==> src/rtl/adder_seq_pkg.sv <==
// adder_seq_pkg
// Shared definitions for the adder result sequencer: FSM state encoding,
// adder-select codes, response frame geometry, default header and the
// response checksum helper.
// Build option: FULL_CHECKSUM_EN selects the checksum over all ten header and
// sum bytes; when undefined the checksum is (HEADER[7:0] + sum[7:0]) mod 256.
package adder_seq_pkg;

    typedef enum logic [2:0] {
        S_IDLE,
        S_SETTLE,
        S_CAPTURE,
        S_SEND,
        S_WAIT_ACK,
        S_WAIT_DONE,
        S_DONE
    } state_t;

    localparam logic [1:0] SEL_CLA  = 2'd0;
    localparam logic [1:0] SEL_CSA  = 2'd1;
    localparam logic [1:0] SEL_RA   = 2'd2;
    localparam logic [1:0] SEL_CSLA = 2'd3;

    localparam int unsigned FRAME_BYTES    = 11;
    localparam logic [3:0]  LAST_IDX       = 4'd10;
    localparam logic [15:0] DEFAULT_HEADER = 16'hBAFD;

    // Checksum byte appended after the header and the eight sum bytes.
    function automatic logic [7:0] frame_checksum(input logic [15:0] header,
                                                  input logic [63:0] sum);
        logic [7:0] acc;
`ifdef FULL_CHECKSUM_EN
        acc = header[15:8] + header[7:0];
        for (int unsigned i = 0; i < 8; i++) begin
            acc = acc + sum[i*8 +: 8];
        end
`else
        acc = header[7:0] + sum[7:0];
`endif
        return acc;
    endfunction

endpackage

==> src/rtl/adder_result_sequencer_if.sv <==
// adder_result_sequencer_if
// Byte-wide transmit handshake between the sequencer and the UART transmitter.
//   tx_data_o   byte to transmit (sequencer -> transmitter)
//   tx_start_o  one-cycle transmit request (sequencer -> transmitter)
//   tx_busy_i   transmitter busy (transmitter -> sequencer)
// master: sequencer side; slave: transmitter side.
interface adder_result_sequencer_if;
    logic [7:0] tx_data_o;
    logic       tx_start_o;
    logic       tx_busy_i;

    modport master (output tx_data_o, output tx_start_o, input tx_busy_i);
    modport slave  (input tx_data_o, input tx_start_o, output tx_busy_i);
endinterface

==> src/rtl/adder_result_sequencer_btn_edge_sync.sv <==
// btn_edge_sync
// Two-flop synchronizer, rising-edge detector and fixed-priority encoder for
// the four push buttons.
//   clk, rst  clock, asynchronous active-high reset
//   btn       raw buttons [0] left, [1] up, [2] right, [3] down
//   req       one-cycle request pulse (any synchronized rising edge)
//   sel       winning adder: left > up > right > down
module btn_edge_sync
    import adder_seq_pkg::*;
(
    input  logic       clk,
    input  logic       rst,
    input  logic [3:0] btn,
    output logic       req,
    output logic [1:0] sel
);

    logic [3:0] sync1;
    logic [3:0] sync2;
    logic [3:0] prev;
    logic [3:0] rise;

    always_ff @(posedge clk or posedge rst) begin
        if (rst) begin
            sync1 <= '0;
            sync2 <= '0;
            prev  <= '0;
        end else begin
            sync1 <= btn;
            sync2 <= sync1;
            prev  <= sync2;
        end
    end

    assign rise = sync2 & ~prev;

    always_comb begin
        req = |rise;
        sel = SEL_CLA;
        if (rise[0])      sel = SEL_CLA;
        else if (rise[1]) sel = SEL_CSA;
        else if (rise[2]) sel = SEL_RA;
        else if (rise[3]) sel = SEL_CSLA;
    end

endmodule

==> src/rtl/adder_result_sequencer.sv <==
// adder_result_sequencer
// Latches operand pairs from received UART frames, arbitrates button requests
// into an adder selection, waits SETTLE_CYCLES, captures the selected 64-bit
// sum and sends an 11-byte response (header, sum MSB first, checksum) over the
// transmit handshake.
// Build option: FULL_CHECKSUM_EN (see adder_seq_pkg) selects the checksum form.
// Ports:
//   clk, rst        clock, asynchronous active-high reset
//   rx_frame_i      [127:64] operand A, [63:0] operand B, [151:128] ignored
//   rx_done_i       one-cycle pulse, rx_frame_i valid
//   btn_i           raw buttons [0] CLA, [1] CSA, [2] RA, [3] CSLA
//   sum_i           adder results {csla, ra, csa, cla}
//   operand_a_o/b_o operands to all adders
//   sel_o           selected adder
//   tx              transmit handshake (master modport)
//   busy_o          frame in progress
//   frame_done_o    one-cycle pulse after the last byte completes
module adder_result_sequencer
    import adder_seq_pkg::*;
#(
    parameter int unsigned SETTLE_CYCLES = 4,
    parameter logic [15:0] HEADER        = DEFAULT_HEADER
) (
    input  logic                            clk,
    input  logic                            rst,
    input  logic [151:0]                    rx_frame_i,
    input  logic                            rx_done_i,
    input  logic [3:0]                      btn_i,
    input  logic [255:0]                    sum_i,
    output logic [63:0]                     operand_a_o,
    output logic [63:0]                     operand_b_o,
    output logic [1:0]                      sel_o,
    adder_result_sequencer_if.master        tx,
    output logic                            busy_o,
    output logic                            frame_done_o
);

    localparam logic [7:0] SETTLE_LOAD = 8'(SETTLE_CYCLES - 1);

    state_t      state;
    state_t      state_n;
    logic        req;
    logic [1:0]  req_sel;
    logic [63:0] op_a;
    logic [63:0] op_b;
    logic [63:0] pend_a;
    logic [63:0] pend_b;
    logic        pend;
    logic [1:0]  sel_q;
    logic [7:0]  cnt;
    logic [3:0]  idx;
    logic [63:0] sum_q;
    logic [7:0]  chk_q;
    logic        busy_q;
    logic [63:0] sel_slice;
    logic [7:0]  byte_mux;
    logic        unused_rx_bits;

    assign unused_rx_bits = ^rx_frame_i[151:128];

    btn_edge_sync u_btn (
        .clk (clk),
        .rst (rst),
        .btn (btn_i),
        .req (req),
        .sel (req_sel)
    );

    // State register
    always_ff @(posedge clk or posedge rst) begin
        if (rst) state <= S_IDLE;
        else     state <= state_n;
    end

    // Next-state logic. WAIT_ACK advances only on a low-to-high transition of
    // tx_busy_i, so a transmitter still busy at SEND time is not mistaken for
    // an acknowledge.
    always_comb begin
        state_n = state;
        unique case (state)
            S_IDLE:      if (req) state_n = S_SETTLE;
            S_SETTLE:    if (cnt == '0) state_n = S_CAPTURE;
            S_CAPTURE:   state_n = S_SEND;
            S_SEND:      state_n = S_WAIT_ACK;
            S_WAIT_ACK:  if (tx.tx_busy_i && !busy_q) state_n = S_WAIT_DONE;
            S_WAIT_DONE: if (!tx.tx_busy_i) state_n = (idx == LAST_IDX) ? S_DONE : S_SEND;
            S_DONE:      state_n = S_IDLE;
            default:     state_n = S_IDLE;
        endcase
    end

    always_comb begin
        case (sel_q)
            SEL_CSA:  sel_slice = sum_i[127:64];
            SEL_RA:   sel_slice = sum_i[191:128];
            SEL_CSLA: sel_slice = sum_i[255:192];
            default:  sel_slice = sum_i[63:0];
        endcase
    end

    // Datapath: operands with one-deep pending frame, select, settle counter,
    // captured sum/checksum and byte index.
    always_ff @(posedge clk or posedge rst) begin
        if (rst) begin
            op_a   <= '0;
            op_b   <= '0;
            pend_a <= '0;
            pend_b <= '0;
            pend   <= 1'b0;
            sel_q  <= SEL_CLA;
            cnt    <= '0;
            idx    <= '0;
            sum_q  <= '0;
            chk_q  <= '0;
            busy_q <= 1'b0;
        end else begin
            busy_q <= tx.tx_busy_i;

            if (state == S_IDLE) begin
                if (rx_done_i) begin
                    op_a <= rx_frame_i[127:64];
                    op_b <= rx_frame_i[63:0];
                    pend <= 1'b0;
                end else if (pend) begin
                    op_a <= pend_a;
                    op_b <= pend_b;
                    pend <= 1'b0;
                end
            end else if (rx_done_i) begin
                pend_a <= rx_frame_i[127:64];
                pend_b <= rx_frame_i[63:0];
                pend   <= 1'b1;
            end

            case (state)
                S_IDLE: begin
                    if (req) begin
                        sel_q <= req_sel;
                        cnt   <= SETTLE_LOAD;
                    end
                end
                S_SETTLE: begin
                    if (cnt != '0) cnt <= cnt - 1'b1;
                end
                S_CAPTURE: begin
                    sum_q <= sel_slice;
                    chk_q <= frame_checksum(HEADER, sel_slice);
                    idx   <= '0;
                end
                S_WAIT_DONE: begin
                    if (!tx.tx_busy_i && idx != LAST_IDX) idx <= idx + 1'b1;
                end
                default: ;
            endcase
        end
    end

    always_comb begin
        case (idx)
            4'd0:    byte_mux = HEADER[15:8];
            4'd1:    byte_mux = HEADER[7:0];
            4'd2:    byte_mux = sum_q[63:56];
            4'd3:    byte_mux = sum_q[55:48];
            4'd4:    byte_mux = sum_q[47:40];
            4'd5:    byte_mux = sum_q[39:32];
            4'd6:    byte_mux = sum_q[31:24];
            4'd7:    byte_mux = sum_q[23:16];
            4'd8:    byte_mux = sum_q[15:8];
            4'd9:    byte_mux = sum_q[7:0];
            default: byte_mux = chk_q;
        endcase
    end

    // Output logic
    always_comb begin
        tx.tx_start_o = (state == S_SEND);
        tx.tx_data_o  = '0;
        if (state == S_SEND || state == S_WAIT_ACK || state == S_WAIT_DONE) begin
            tx.tx_data_o = byte_mux;
        end
        busy_o       = (state != S_IDLE);
        frame_done_o = (state == S_DONE);
        sel_o        = sel_q;
        operand_a_o  = op_a;
        operand_b_o  = op_b;
    end

endmodule
==> src/flat_wrapper.sv <==
// flat-port wrapper written by rule: the top's interface ports become plain ports
module adder_result_sequencer_flat import adder_seq_pkg::*;
#(
    parameter int unsigned SETTLE_CYCLES = 4,
    parameter logic [15:0] HEADER        = DEFAULT_HEADER
)
  (clk, rst, rx_frame_i, rx_done_i, btn_i, sum_i, operand_a_o, operand_b_o, sel_o, busy_o, frame_done_o, tx_tx_data_o, tx_tx_start_o, tx_tx_busy_i);
  adder_result_sequencer_if tx_i ();
  input  logic clk;
  input  logic rst;
  input  logic [151:0] rx_frame_i;
  input  logic rx_done_i;
  input  logic [3:0] btn_i;
  input  logic [255:0] sum_i;
  output logic [63:0] operand_a_o;
  output logic [63:0] operand_b_o;
  output logic [1:0] sel_o;
  output logic busy_o;
  output logic frame_done_o;
  output wire logic [$bits(tx_i.tx_data_o)-1:0] tx_tx_data_o;
  output wire logic [$bits(tx_i.tx_start_o)-1:0] tx_tx_start_o;
  input wire logic [$bits(tx_i.tx_busy_i)-1:0] tx_tx_busy_i;
  assign tx_tx_data_o = tx_i.tx_data_o;
  assign tx_tx_start_o = tx_i.tx_start_o;
  assign tx_i.tx_busy_i = tx_tx_busy_i;
  adder_result_sequencer #(.SETTLE_CYCLES(SETTLE_CYCLES), .HEADER(HEADER)) u_core (.clk(clk), .rst(rst), .rx_frame_i(rx_frame_i), .rx_done_i(rx_done_i), .btn_i(btn_i), .sum_i(sum_i), .operand_a_o(operand_a_o), .operand_b_o(operand_b_o), .sel_o(sel_o), .tx(tx_i), .busy_o(busy_o), .frame_done_o(frame_done_o));
endmodule
==> config.mk <==
export PLATFORM = sky130hd
export DESIGN_NAME = adder_result_sequencer_flat
export DESIGN_NICKNAME = d
export VERILOG_FILES = /design/src/rtl/adder_seq_pkg.sv /design/src/rtl/adder_result_sequencer_if.sv /design/src/rtl/adder_result_sequencer_btn_edge_sync.sv /design/src/rtl/adder_result_sequencer.sv /design/src/flat_wrapper.sv
export SDC_FILE = /design/constraint.sdc
export NUM_CORES = 1
export LEC_CHECK = 0
export BUFFER_PORTS_ARGS = -buffer_cell sky130_fd_sc_hd__buf_4
export CORE_AREA = 2 2 219 221
export DETAILED_ROUTE_END_ITERATION = 8
export DIE_AREA = 0 0 221 223
export HOLD_SLACK_MARGIN = 0.15
export PLACE_DENSITY = 0.58
export REMOVE_ABC_BUFFERS = 1
export SETUP_SLACK_MARGIN = 0.15
export SLEW_MARGIN = 20
export SYNTH_ARGS = -nofsm -noshare
export SYNTH_HDL_FRONTEND = slang
export SYNTH_HIERARCHICAL = 1
export SYNTH_SLANG_ARGS = --single-unit
==> constraint.sdc <==
create_clock -name clk -period 17.4 [get_ports clk]
set_clock_uncertainty 0.05 [all_clocks]
set_input_delay 1.74 -clock clk [delete_from_list [all_inputs] [get_ports clk]]
set_output_delay 1.74 -clock clk [all_outputs]
set_load 0.01 [all_outputs]
### Word level (Yosys, flattened, before mapping)

Cells that the tools add are included.

| word-level totals | value |
|---|---|
| bits in registers | 359 |
| input bits | 416 |

| operators by class | value |
|---|---|
| muxes and demuxes | 24 |
| bitwise logic cells | 3 |
| reduce and logical (&&, ||, !) cells | 22 |
| $add $sub $neg | 3 |
| equal/unequal tests | 26 |

Operator list:

| kind | number |
|---|---|
| two-way mux 64 bit | 4 |
| case mux 64 bit (3 select lines) | 1 |
| case mux 8 bit (10 select lines) | 1 |
| two-way mux 8 bit | 3 |
| case mux 3 bit (6 select lines) | 1 |
| == test 4 x 3 -> 1 bit (second input constant) | 4 |
| case mux 8 bit (2 select lines) | 1 |
| two-way mux 3 bit | 5 |
| == test 4 bit (second input constant) | 3 |
| inequality test 2 x 1 -> 1 bit (second input constant) | 5 |
| == test 3 bit (second input constant) | 3 |
| adder 8 bit (first input constant) | 1 |
| == test 4 x 2 -> 1 bit (second input constant) | 2 |
| logical NOT 8 bit | 1 |
| two-way mux 2 bit | 4 |
| case mux 4 bit (2 select lines) | 1 |
| AND reduction 2 bit | 4 |
| nonzero test 2 bit | 4 |
| nonzero test 8 bit | 1 |
| subtractor 8 x 1 -> 8 bit (second input constant) | 1 |
| == test 3 x 2 -> 1 bit (second input constant) | 2 |
| adder 4 x 1 -> 4 bit (second input constant) | 1 |
| AND 4 bit | 1 |
| == test 2 bit (second input constant) | 2 |
| 18 further kinds | 22 |

### Depth between registers and ports, before layout

| logic depth | value |
|---|---|
| depth in word-level cells | 6 |
| depth in mapped cells | 8 |

### Modules after synthesis

The synthesis kept the hierarchy.

By module, submodules not included:

| module | cells an instance | times used | area each (um^2) |
|---|---|---|---|
| adder_result_sequencer | 1,434 | 1 | 16,472.0 |
| btn_edge_sync | 24 | 1 | 396.6 |

### Worst setup path before layout

Ideal clock, no wire load.

| timing | value |
|---|---|
| path kind | flip-flop to output port |
| start | reg u_core.idx[0] |
| end | out tx_tx_data_o[2] |
| arrival time | 1.863 ns |
| required time | 15.610 ns |
| setup slack | 13.747 ns |
| stages on the path, launching flop included | 8 |
| cells stage by stage | dfrtp_1 -> inv_1 -> ha_1 -> clkbuf_1 -> clkbuf_1 -> nand2_1 -> a311o_1 -> a31oi_1 |

| between the ends | value |
|---|---|
| cells in the longest elaborated chain, start to end | 3 |
| elaborated cells between the ends (all ways) | 12 |
| classes of those cells | 9 x eq/ne; 2 x mux; 1 x reduce/logical |

Ends and longest elaborated chain:

| item | line | source |
|---|---|---|
| from (decl) | adder_result_sequencer.sv:51 | `logic [3:0] idx;` |
| from (signal assigned) | adder_result_sequencer.sv:151 | `if (!tx.tx_busy_i && idx != LAST_IDX) idx <= idx + 1'b1;` |
| == test 4 bit, or another cell as far along | adder_result_sequencer.sv:159 | `case (idx)` |
| case mux 8 bit (10 select lines) * | adder_result_sequencer.sv:159 |  |
| two-way mux 8 bit * | adder_result_sequencer.sv:178 | `if (state == S_SEND \|\| state == S_WAIT_ACK \|\| state == S_WAIT_DONE) begin` |
| to (decl) | flat_wrapper.sv:20 | `output wire logic [$bits(tx_i.tx_data_o)-1:0] tx_tx_data_o;` |

Mark *: on every way between the ends. The rest lies on a longest branch, timed or not.

### Final worst setup path

| timing | value |
|---|---|
| start | reg u_core.idx[0] |
| end | out tx_tx_data_o[4] |

Same word-level chain as after synthesis.

==> out/qor.txt <==
category of the most critical setup path = reg2out
initial antenna violation count = 5
Worst Hold Endpoint = u_core/u_btn/sync2[2]
vias after detailed routing = 12981
Max Freq = 207 MHz
area share of the largest cell type after synthesis = 53.3%
number of clock sinks = 359
portion of the post-synthesis area used by sequential elements = 53.3%
Cell Area, Placed = 0.0214 mm2
critical path data arrival time = 3.05 ns
vias in the first global route = 13310
result of the run = completed
detailed-routing iteration count for the pre-antenna-repair pass = 7
remaining antenna violation count after routing = 0
overall die area = 0.0493 mm2
detailed-routed wire length on met2 = 25.2 mm
clock tree from TritonCTS = built
master cell of the clock root buffer = clkbuf_16
Detail Placement HPWL = 37.0 mm
type of the worst min-delay path = reg2reg
terminus of the critical flop-to-flop path = u_core/pend_b[20]
leakage power total = 0.0106 uW
post-route standard cell area excluding fillers = 0.0228 mm2
number of cell rows = 80
global-route wire length before repair = 78.0 mm
maximum count of clock buffers along a single path = 3
number of flops mapped to enable cells by yosys = 0
routed length per instance = 19.7 um
Netlist Area Pre-Place = 0.0169 mm2
DP Worst Slack = 12.86 ns
power per cell area = 172 mW/mm2
maximum resistive drop on vdd = 0.106 mV
post-synth cell types = 57
flops & latches, synth = 359
Final Hold Viols = 0
routed length on met3 = 3.09 mm
Slew Viols, Final = 0
count of buffers added by post-CTS timing repair for setup = 0
clock edge transition at the registers on the reported setup and hold paths = 0.06 ns
final weighted congestion in routability-driven placement = 0.923
ports placed on the boundary = 557
worst-case setup margin in the final layout = 12.56 ns
pin count of the biggest net entering global routing = 257
clock insertion delay at the later pin of the skew report = 0.55 ns
post-cts resize count = 0
transition time at the pin with the least slew margin = 0.947 ns
worst min-delay path startpoint = u_core/u_btn/sync1[2]
reg-to-reg setup timing slack = 14.05 ns
Post-Route M1 WL = 20.5 mm
y dimension of the die = 223 um
fraction of synthesis flops using an asynchronous set or reset pin = 100%
Period Utilization, post-route = 27.8%
ys flop type = dfrtp_1
total track usage = 20.4%
Avg Synthesized Cell Area = 11.6 um2
final-layout setup total negative slack = 0 ns
count of non-filler cells in the finished layout = 2587
count of H-tree levels built during CTS = 2
cell count after synthesis = 1458
cell taking the most area after synthesis = dfrtp_1
initial cell density of the core = 35.8%
drt first-iter violations = 715
number of placed cells counting well taps = 2513
Hold-fix buffers, CTS = 0
total grt overflow = 0
Min-Delay Path Depth = 0
count of input and output buffers = 532
die extent in x = 221 um
minimum clock period after layout = 4.84 ns
count of yosys warnings during synthesis = 6
final number of setup-violating endpoints = 0
Core Box Area = 0.0471 mm2
unrepaired setup endpoints after global routing = false
data required time of the critical path = 15.61 ns
source of the worst register-to-register timing path = u_core/state[0]
FF-to-FF path depth = 5
DR vias/cell = 5.02
Crit Path Max Fanout = 18
leading cell types by total area after synthesis = dfrtp_1, mux2_2, mux4_2
Max-cap violations = 0
kind of launch point of the worst setup path = register
Slew HR = 36.9%
type of element capturing the critical path = primary output
share of final-layout standard cells stronger than drive strength 1 = 41.6%
area added between synthesis and finish = 35.0%
layout net count = 2364
total clock buffers created by CTS = 40
DR DRC count = 0
total routed wirelength = 51.1 mm
uppermost layer routed = met5
-- sequential cells by signal, summed over array words and instances, names as in the netlist --
name,count
u_core/busy_q,1
u_core/chk_q,8
u_core/cnt,8
u_core/idx,4
u_core/operand_a_o,64
u_core/operand_b_o,64
u_core/pend,1
u_core/pend_a,64
u_core/pend_b,64
u_core/sel_o,2
u_core/state,3
u_core/sum_q,64
u_core/u_btn/prev,4
u_core/u_btn/sync1,4
u_core/u_btn/sync2,4
-- worst max-delay path, stage by stage (launching register included) --
cell,delay (ns)
dfrtp_1,0.46
ha_1,0.77
a22oi_1,0.20
a21oi_1,0.35
a21oi_1,0.12
a21oi_1,0.39
buf_4,0.20
-- through the flow --
step | utilization, % | hold slack [ns] | power, uW
2_1_floorplan | - | 0.281 | 2520
3_3_place_gp | 45.3 | 0.283 | 3030
3_5_place_dp | 45.3 | 0.286 | 3080
4_1_cts | 48.2 | 0.299 | 3970
5_1_grt | 48.3 | 0.303 | 4190
6_report | 48.3 | 0.296 | 3910
-- how the worst max path moves through the flow --
stage                  start                 to  slack (ns)  cells past startpoint
4_1_cts        u_core/idx[0]    tx_tx_data_o[4]       12.49                      6
2_1_floorplan            rst      u_core/busy_q        5.99                      1
3_3_place_gp       rx_done_i  u_core/pend_a[60]       12.85                      5
3_5_place_dp       rx_done_i  u_core/pend_a[18]       12.86                      5
5_1_grt        u_core/idx[0]    tx_tx_data_o[4]       12.33                      6
6_report       u_core/idx[0]    tx_tx_data_o[4]       12.56                      6
-- final cells by class --
class	count	area, um2
Fill cell	4333	24400
Sequential cell	359	8990
Timing Repair Buffer	547	4160
Tap cell	615	769
Clock buffer	58	1170
Clock inverter	13	185
Inverter	10	45.0
Antenna cell	2	5.00
Multi-Input combinational cell	983	7440
-- where the power goes --
group / switching [uW] / leakage [uW] / internal (uW)
sequential: 237 / 0.00416 / 1240
clock: 339 / 0.000662 / 526
combinational: 796 / 0.00575 / 774
-- per-layer routing --
metal | global-route usage [%] | up-vias
li1 | - | 6122
met1 | 24.9 | 6317
met2 | 34.4 | 446
met3 | 5.07 | 90
met4 | 8.59 | 6
met5 | 0 | -
-- layout by cell type (no fill, tap or decap), types with 3 or more instances in the layout --
cell	instances
o21ai_0	20
nand2b_1	6
o21a_1	3
nor2b_4	3
nand2_1	215
clkbuf_1	8
nand3_1	5
a31oi_1	6
nor3_1	5
a211oi_1	7
mux4_2	63
nor2b_1	3
buf_4	542
a21oi_1	151
or3_1	7
bufinv_16	4
nor2_1	142
ha_1	7
dfrtp_1	357
xnor2_1	3
clkbuf_16	40
a22oi_1	10
nor4_1	4
xor2_1	4
a21o_1	10
clkinv_2	5
mux2i_1	128
clkbuf_8	10
mux2_2	130
a22o_1	10
inv_1	9
-- cells in the mapped netlist (3+ instances only) --
cell type and n:
a21oi_1 151, buf_2 16, mux2i_1 128, mux4_2 63, a31oi_1 6, inv_1 10, a22o_1 10, xor2_1 4
buf_1 9, a22oi_1 10, nand2_1 216, nand2b_1 6, nor2b_1 3, clkbuf_1 80, o21a_1 3, ha_1 7
dfrtp_1 359, or3_1 7, a211oi_1 7, nor3_1 5, nor2_1 144, mux2_2 130, nor2b_4 3, nor4_1 4
o21ai_0 20, xnor2_1 3, nand3_1 5, a21o_1 10
-- logic make-up after synthesis --
kind of cell / count (synthesis) / share of synthesized area [%]
compound gates: 237 / 8.19
xor+xnor: 7 / 0.363
fa+ha+maj: 7 / 0.519
buf+inv: 116 / 2.74
mux: 322 / 24.8
flops: 359 / 53.3
simple gates: 410 / 10.1
Power figures use the tool's default switching activity.
